==> src/rtl/npower_pkg.sv <==
// Shared constants and types for the nPower front end.
package npower_pkg;

    localparam int PC_W    = 64;
    localparam int INSTR_W = 32;
    localparam int PC_STEP = 4;

    typedef enum logic [2:0] {
        S_REQ,
        S_WAIT,
        S_HOLD,
        S_DROP,
        S_HALT
    } fetch_state_t;

endpackage

==> src/rtl/if_id_reg.sv <==
// IF/ID pipeline register with a one-entry hold buffer. The hold buffer keeps a
// fetched word while decode is stalled.
module if_id_reg
    import npower_pkg::*;
#(
    parameter int PC_W    = npower_pkg::PC_W,
    parameter int INSTR_W = npower_pkg::INSTR_W
) (
    input  logic               clk,
    input  logic               rst,
    input  logic               flush,
    input  logic               load,
    input  logic               capture,
    input  logic               release_hold,
    input  logic               stall,
    input  logic [PC_W-1:0]    pc_in,
    input  logic [INSTR_W-1:0] instr_in,
    output logic               free,
    output logic               id_valid,
    output logic [PC_W-1:0]    id_pc,
    output logic [INSTR_W-1:0] id_instr
);

    logic               valid_reg;
    logic [PC_W-1:0]    pc_reg;
    logic [INSTR_W-1:0] instr_reg;
    logic [PC_W-1:0]    hold_pc_reg;
    logic [INSTR_W-1:0] hold_instr_reg;

    // A stall against a bubble is ignored, so an empty register always accepts.
    assign free     = !valid_reg || !stall;
    assign id_valid = valid_reg;
    assign id_pc    = pc_reg;
    assign id_instr = instr_reg;

    always_ff @(posedge clk) begin
        if (rst) begin
            valid_reg      <= 1'b0;
            pc_reg         <= '0;
            instr_reg      <= '0;
            hold_pc_reg    <= '0;
            hold_instr_reg <= '0;
        end else if (flush) begin
            valid_reg      <= 1'b0;
            instr_reg      <= '0;
            hold_pc_reg    <= '0;
            hold_instr_reg <= '0;
        end else begin
            if (capture) begin
                hold_pc_reg    <= pc_in;
                hold_instr_reg <= instr_in;
            end
            if (load) begin
                valid_reg <= 1'b1;
                pc_reg    <= pc_in;
                instr_reg <= instr_in;
            end else if (release_hold) begin
                valid_reg <= 1'b1;
                pc_reg    <= hold_pc_reg;
                instr_reg <= hold_instr_reg;
            end else if (free) begin
                valid_reg <= 1'b0;
            end
        end
    end

endmodule

==> src/rtl/fetch_stage.sv <==
// Instruction fetch: PC, single-outstanding memory handshake and IF/ID register.
// Optional FETCH_ALIGN_CHECK_EN halts fetch on a misaligned redirect target.
module fetch_stage
    import npower_pkg::*;
#(
    parameter int              PC_W     = npower_pkg::PC_W,
    parameter int              INSTR_W  = npower_pkg::INSTR_W,
    parameter logic [PC_W-1:0] RESET_PC = '0
) (
    input  logic               clk,
    input  logic               rst,
    output logic               imem_req,
    output logic [PC_W-1:0]    imem_addr,
    input  logic               imem_rvalid,
    input  logic [INSTR_W-1:0] imem_rdata,
    input  logic               redirect_valid,
    input  logic [PC_W-1:0]    redirect_pc,
    input  logic               id_stall,
    output logic               id_valid,
    output logic [PC_W-1:0]    id_pc,
    output logic [INSTR_W-1:0] id_instr,
    output logic               fetch_misalign
);

    localparam logic [PC_W-1:0] STEP     = PC_W'(PC_STEP);
    localparam logic [PC_W-1:0] LOW_MASK = PC_W'(3);

    fetch_state_t    state_reg;
    logic [PC_W-1:0] pc_reg;
    logic [PC_W-1:0] redirect_target;
    logic            redirect_bad;
    logic            redirect_act;
    logic            id_free;
    logic            resp_ok;
    logic            pending_after;

`ifdef FETCH_ALIGN_CHECK_EN
    logic misalign_reg;
    assign redirect_target = redirect_pc;
    assign redirect_bad    = |redirect_pc[1:0];
    assign fetch_misalign  = misalign_reg;
`else
    assign redirect_target = redirect_pc & ~LOW_MASK;
    assign redirect_bad    = 1'b0;
    assign fetch_misalign  = 1'b0;
`endif

    assign redirect_act = redirect_valid && (state_reg != S_HALT);
    // A response in a redirect cycle is stale and never used.
    assign resp_ok      = (state_reg == S_WAIT) && imem_rvalid && !redirect_valid;
    assign pending_after = ((state_reg == S_WAIT) || (state_reg == S_DROP)) && !imem_rvalid;

    assign imem_req  = !rst && !redirect_valid &&
                       ((state_reg == S_REQ) ||
                        ((state_reg == S_WAIT) && imem_rvalid && id_free));
    assign imem_addr = (state_reg == S_WAIT) ? pc_reg + STEP : pc_reg;

    always_ff @(posedge clk) begin
        if (rst) begin
            state_reg <= S_REQ;
            pc_reg    <= RESET_PC;
`ifdef FETCH_ALIGN_CHECK_EN
            misalign_reg <= 1'b0;
`endif
        end else if (redirect_act) begin
            pc_reg <= redirect_target;
            if (redirect_bad) begin
                state_reg <= S_HALT;
`ifdef FETCH_ALIGN_CHECK_EN
                misalign_reg <= 1'b1;
`endif
            end else if (pending_after) begin
                state_reg <= S_DROP;
            end else begin
                state_reg <= S_REQ;
            end
        end else begin
            case (state_reg)
                S_REQ: state_reg <= S_WAIT;
                S_WAIT: begin
                    if (imem_rvalid) begin
                        if (id_free) begin
                            pc_reg <= pc_reg + STEP;
                        end else begin
                            state_reg <= S_HOLD;
                        end
                    end
                end
                S_HOLD: begin
                    if (id_free) begin
                        pc_reg    <= pc_reg + STEP;
                        state_reg <= S_REQ;
                    end
                end
                S_DROP: begin
                    if (imem_rvalid) begin
                        state_reg <= S_REQ;
                    end
                end
                default: state_reg <= state_reg;
            endcase
        end
    end

    if_id_reg #(
        .PC_W    (PC_W),
        .INSTR_W (INSTR_W)
    ) u_if_id (
        .clk          (clk),
        .rst          (rst),
        .flush        (redirect_act),
        .load         (resp_ok && id_free),
        .capture      (resp_ok && !id_free),
        .release_hold ((state_reg == S_HOLD) && id_free && !redirect_valid),
        .stall        (id_stall),
        .pc_in        (pc_reg),
        .instr_in     (imem_rdata),
        .free         (id_free),
        .id_valid     (id_valid),
        .id_pc        (id_pc),
        .id_instr     (id_instr)
    );

endmodule

==> config.mk <==
export PLATFORM = sky130hd
export DESIGN_NAME = fetch_stage
export DESIGN_NICKNAME = d
export VERILOG_FILES = /design/src/rtl/npower_pkg.sv /design/src/rtl/if_id_reg.sv /design/src/rtl/fetch_stage.sv
export SDC_FILE = /design/constraint.sdc
export NUM_CORES = 1
export LEC_CHECK = 0
export ABC_AREA = 1
export BUFFER_PORTS_ARGS = -buffer_cell sky130_fd_sc_hd__buf_2
export CORE_MARGIN = 5
export CORE_UTILIZATION = 29
export CTS_BUF_LIST = sky130_fd_sc_hd__clkbuf_16
export DETAILED_ROUTE_END_ITERATION = 10
export GPL_TIMING_DRIVEN = 0
export SLEW_MARGIN = 20
export SYNTH_ARGS = -nofsm -noshare
export SYNTH_HDL_FRONTEND = slang
export SYNTH_SLANG_ARGS = --single-unit
==> constraint.sdc <==
create_clock -name clk -period 1.71 [get_ports clk]
set_clock_uncertainty 0.1 [all_clocks]
set_input_delay 0.0855 -clock clk [delete_from_list [all_inputs] [get_ports clk]]
set_output_delay 0.0855 -clock clk [all_outputs]
set_load 0.02 [all_outputs]
Word level (Yosys, flattened, before mapping)
Index checks and enable logic that the tools add are counted.

storage, ports and cells
  flip-flop bits (word level) = 260
  latch bits = 0
  memory bits (writable) = 0
  ROM bits = 0
  word-level logic and storage cells = 69
  memories = 0

operators by class
  add/sub/neg operators = 1
  multiply operators = 0
  divide/modulo/power cells = 0
  order comparisons = 0
  equality and inequality tests = 9
  shift operators = 0
  muxes and demuxes = 19
  bitwise gates (word level) = 1
  reductions and logical operators = 31

operators by type and width
  cell                                                 count
  2-to-1 mux 64 bit                                    6
  one-hot mux 64 bit (2 select lines)                  1
  adder 64 x 3 -> 64 bit, second input constant        1
  2-to-1 mux 32 bit                                    2
  2-to-1 mux 3 bit                                     5
  != test 3 bit, second input constant                 5
  one-hot mux 3 bit (4 select lines)                   1
  logical AND 1 bit                                    11
  equality test 3 x 2 -> 1 bit, second input constant  2
  logical NOT 1 bit                                    6
  AND reduction 2 bit                                  3
  nonzero test 3 bit                                   2
  AND reduction 5 bit                                  1
  nonzero test 5 bit                                   1
  nonzero test 2 bit                                   2
  equality test 3 x 1 -> 1 bit, second input constant  1
  logical NOT 3 bit                                    1
  logical OR 1 bit                                     3
  2-to-1 mux 1 bit                                     3
  2-to-1 mux 2 bit                                     1
  != test 2 bit, second input constant                 1
  OR reduction 2 bit                                   1
  inverter 1 bit                                       1

Longest topological paths before layout
  depth in word-level cells = 6
  gate-level depth with buffers = 12
  gate-level depth less buffers = 11

By module
From an unflattened synthesis, not the netlist that was laid out.

second synthesis, totals
  cells, all modules = 2182
  area, all modules = 13655.6 µm²

modules (own cells, without submodules)
  module       times used  cells an instance  area each (µm²)  seq. area each (µm²)
  if_id_reg    1           1212               8195.4           3863.7
  fetch_stage  1           970                5460.2           1281.2

Worst setup path before layout
No wires, ideal clock.

  path kind = reg2out
  start point = reg pc_reg[3]
  end point = out imem_addr[42]
  arrival time = 1.680 ns
  required time = 1.524 ns
  slack = -0.155 ns
  stages on the path, launching flop included = 8
  cells stage by stage = dfxtp_1 -> ha_1 -> inv_1 -> nor2_4 -> nand2_1 -> nor2_4 -> nand4_1 -> a31oi_1

between the ends
  word-level cells in the longest chain between the ends = 2

ends and longest elaborated chain
  what                    RTL line           source
  start, declared         fetch_stage.sv:29  logic [PC_W-1:0] pc_reg;
  start signal, assigned  fetch_stage.sv:66  pc_reg <= redirect_target;
  start signal, assigned  fetch_stage.sv:83  pc_reg <= pc_reg + STEP;
  start signal, assigned  fetch_stage.sv:91  pc_reg <= pc_reg + STEP;
  adder 64 x 3 -> 64 bit  fetch_stage.sv:56  assign imem_addr = (state_reg == S_WAIT) ? pc_reg + STEP : pc_reg;
  2-to-1 mux 64 bit       fetch_stage.sv:56
  end, declared           fetch_stage.sv:13  output logic [PC_W-1:0] imem_addr,

Every way passes these cells.

Worst setup path in the final report
  start point = reg pc_reg[4]
  end point = out imem_addr[37]

Same word-level chain as after synthesis.

==> impl_metrics.tcl <==
set metrics [dict create \
    async_flop_share_pct 0 \
    start_util_pct 29.20 \
    syn_inst 2057 \
    cp-end-kind "output port" \
    cap_viol_max_count 0 \
    final_area_mm2 0.02270 \
    fin_nets 2751 \
    netlist_area_mm2 0.01320 \
    die_x_um 223.3 \
    p_leak_nw 10.48 \
    worst_setup_path_start_kind "register" \
    drtIter0Drc 1221 \
    io_buffers 254 \
    synth_top_area_share_pct 38.38 \
    synth.distinct_cells 32 \
    fillers 4251 \
    syn-mean-instance-area_um2 6.415 \
    slew_headroom_pct 25.94 \
    antenna_found_initial 6 \
    viasPerCell 5.061 \
    hold_class "in2reg" \
    cts_tree "built" \
    pin_count 264 \
    hold_viol_final 0 \
    grt_pass1_vias 15710 \
    rows 78 \
    detail_route.wl_per_cell_um 20.26 \
    outcome "finished with violations" \
    yosys_warnings 0 \
    synth_edf_count 0 \
    cts_max_level 1 \
    drive_gt1_share_pct 41.15 \
    gr-total-overflow 0 \
    syn_to_final_growth_pct 72.00 \
    wl_mm 66.38 \
    vias 16580 \
    power_mw 18.09 \
    path_class "reg2out" \
    yosysTopAreaCell "dfxtp_1" \
    synth_commonest_cells "nand2_1, nor2_1, dfxtp_1" \
    p_per_area_mw_per_mm2 797.2 \
    dieArea_mm2 0.04987 \
    cts-buffers-inserted 31 \
    violations "setup timing" \
    placed_area_mm2 0.01527 \
    dr.pass1.iters 5 \
    core_mm2 0.04519 \
    rsz0062_at_grt "true" \
    grt_max_degree 16 \
    clk_pin_slew_worst_paths_ns 0.06 \
    peakVddDrop_v 0.0007526 \
    cts.sinks 253 \
    setup_viol 315 \
    grt_pass1_wl_mm 92.56 \
    drtAntennaViolNets 0 \
    regArea_mm2 0.005180 \
    fin_crit_sh_pct 151.9 \
    grt_util_all_layers_pct 23.54 \
    fmax_mhz 385.0 \
    die_y_um 223.3 \
    seq_area_frac_synth_pct 38.38 \
    cts_root_buf "clkbuf_16" \
    tightest_slew_ns 1.111 \
    fin_ws_ns -0.8874 \
    arrival_ns 2.41 \
    synth_flop_cell "dfxtp_1" \
    critPathMaxFanout 6 \
    clk_path_buf_depth 3 \
    ys_ff_latch 253 \
    dp_hpwl_mm 46.31 \
    insertion_delay_ns 0.58 \
    gp_congestion 0.9649 \
    final_util_pct 50.23 \
    multiInputGateArea_mm2 0.009062 \
    drc_errors 0 \
    setup_tns_ns -134.35 \
    min_period_ns 2.597 \
    crit_required_ns 1.52 \
    yosysMostFrequentCell "nand2_1" \
    report.final.slew_viol_count 0 \
    synthTopCellsByArea "dfxtp_1, nand2_1, nor2_1, o21ai_0, inv_1" \
]
## timing repair
action | CTS | global route
pin swaps | 101 | 129
cloned | 0 | 18
resized for setup | 610 | 442
endpoints found under the setup margin | 315 | 315
setup buffers | 113 | 84
hold buffers | 101 | 0
hold endpoints to repair | 129 | 0
## logic make-up after synthesis
family / share of synthesized area (%)
AOI/OAI and AO/OA: 18.65
xor gates and xnor gates: 2.124
adders and majority gates: 0.09480
buffers and inverters: 10.70
DFF: 38.38
other: 0.02842
and+or+nand+nor: 30.02
## cell usage in the layout, fill, tap and decap left out, types with 26 or more instances in the layout
cell type and instances:
nor2_2 26, nor2_4 77, dfxtp_1 203, clkbuf_16 48, o21ai_2 86, buf_6 112
a21oi_1 41, a31oi_1 75, clkbuf_1 33, nand2_1 411, buf_2 215, inv_1 174
nand2_4 58, dlygate4sd3_1 101, nor2_1 248, nand3_2 45, o21ai_0 167, buf_4 150
dfxtp_2 29, nand2_2 70
## per-layer routing
metal	track usage [%]	vias up	part of all wire [%]
li1	-	7799	-
met1	29.99	7916	41
met2	39.34	700	47
met3	5.671	161	8.1
met4	7.549	4	4.2
met5	0	-	0.032
## worst max-delay path: stages, from the launching register on
cell and delay [ns]:
dfxtp_2 0.32, buf_6 0.12, nand2_1 0.09, nor2_4 0.18, nand2_4 0.10, nor2_8 0.22, buf_6 0.13, nand4_1 0.20
a31oi_4 0.31, buf_6 0.16
## where the power goes
part | internal (mW) | total (mW) | switching (mW)
Combinational | 2.35 | 5.42 | 3.07
Sequential | 6.26 | 6.63 | 0.367
Clock | 3.28 | 6.04 | 2.76
Total | 11.9 | 18.1 | 6.20
## worst paths after layout
path | from | end | slack [ns] | depth (start not counted)
worst max-delay path | pc_reg[4] | imem_addr[37] | -0.89 | 9
worst min register to register | u_if_id.hold_pc_reg[23] | u_if_id.id_pc[23] | 0.38 | 2
worst min-delay path | redirect_valid | u_if_id.id_instr[10] | 0.08 | 5
worst max register to register | pc_reg[4] | pc_reg[41] | -0.82 | 16
## area by class of cell
| type | count | share of cell area [%] |
|---|---|---|
| Multi-Input combinational cell | 1474 | 39.93 |
| Antenna cell | 3 | 0.03307 |
| Clock inverter | 26 | 0.5733 |
| Tap cell | 600 | 3.307 |
| Buffer | 146 | 5.810 |
| Clock buffer | 31 | 3.418 |
| Inverter | 188 | 3.219 |
| Timing Repair Buffer | 555 | 20.89 |
| Sequential cell | 253 | 22.82 |
## stage by stage
stage               cells  setup WS (ns)  hold WS (ns)
floorplan            2061      0.0009216        0.1204
global placement     2915        -0.8519        0.2233
detailed placement   2915        -0.8682        0.2339
CTS                  3186        -0.7810       0.02982
global route         3275        -0.9557        0.1048
finish               3276        -0.8874       0.08071
Power figures use the tool's default switching activity.
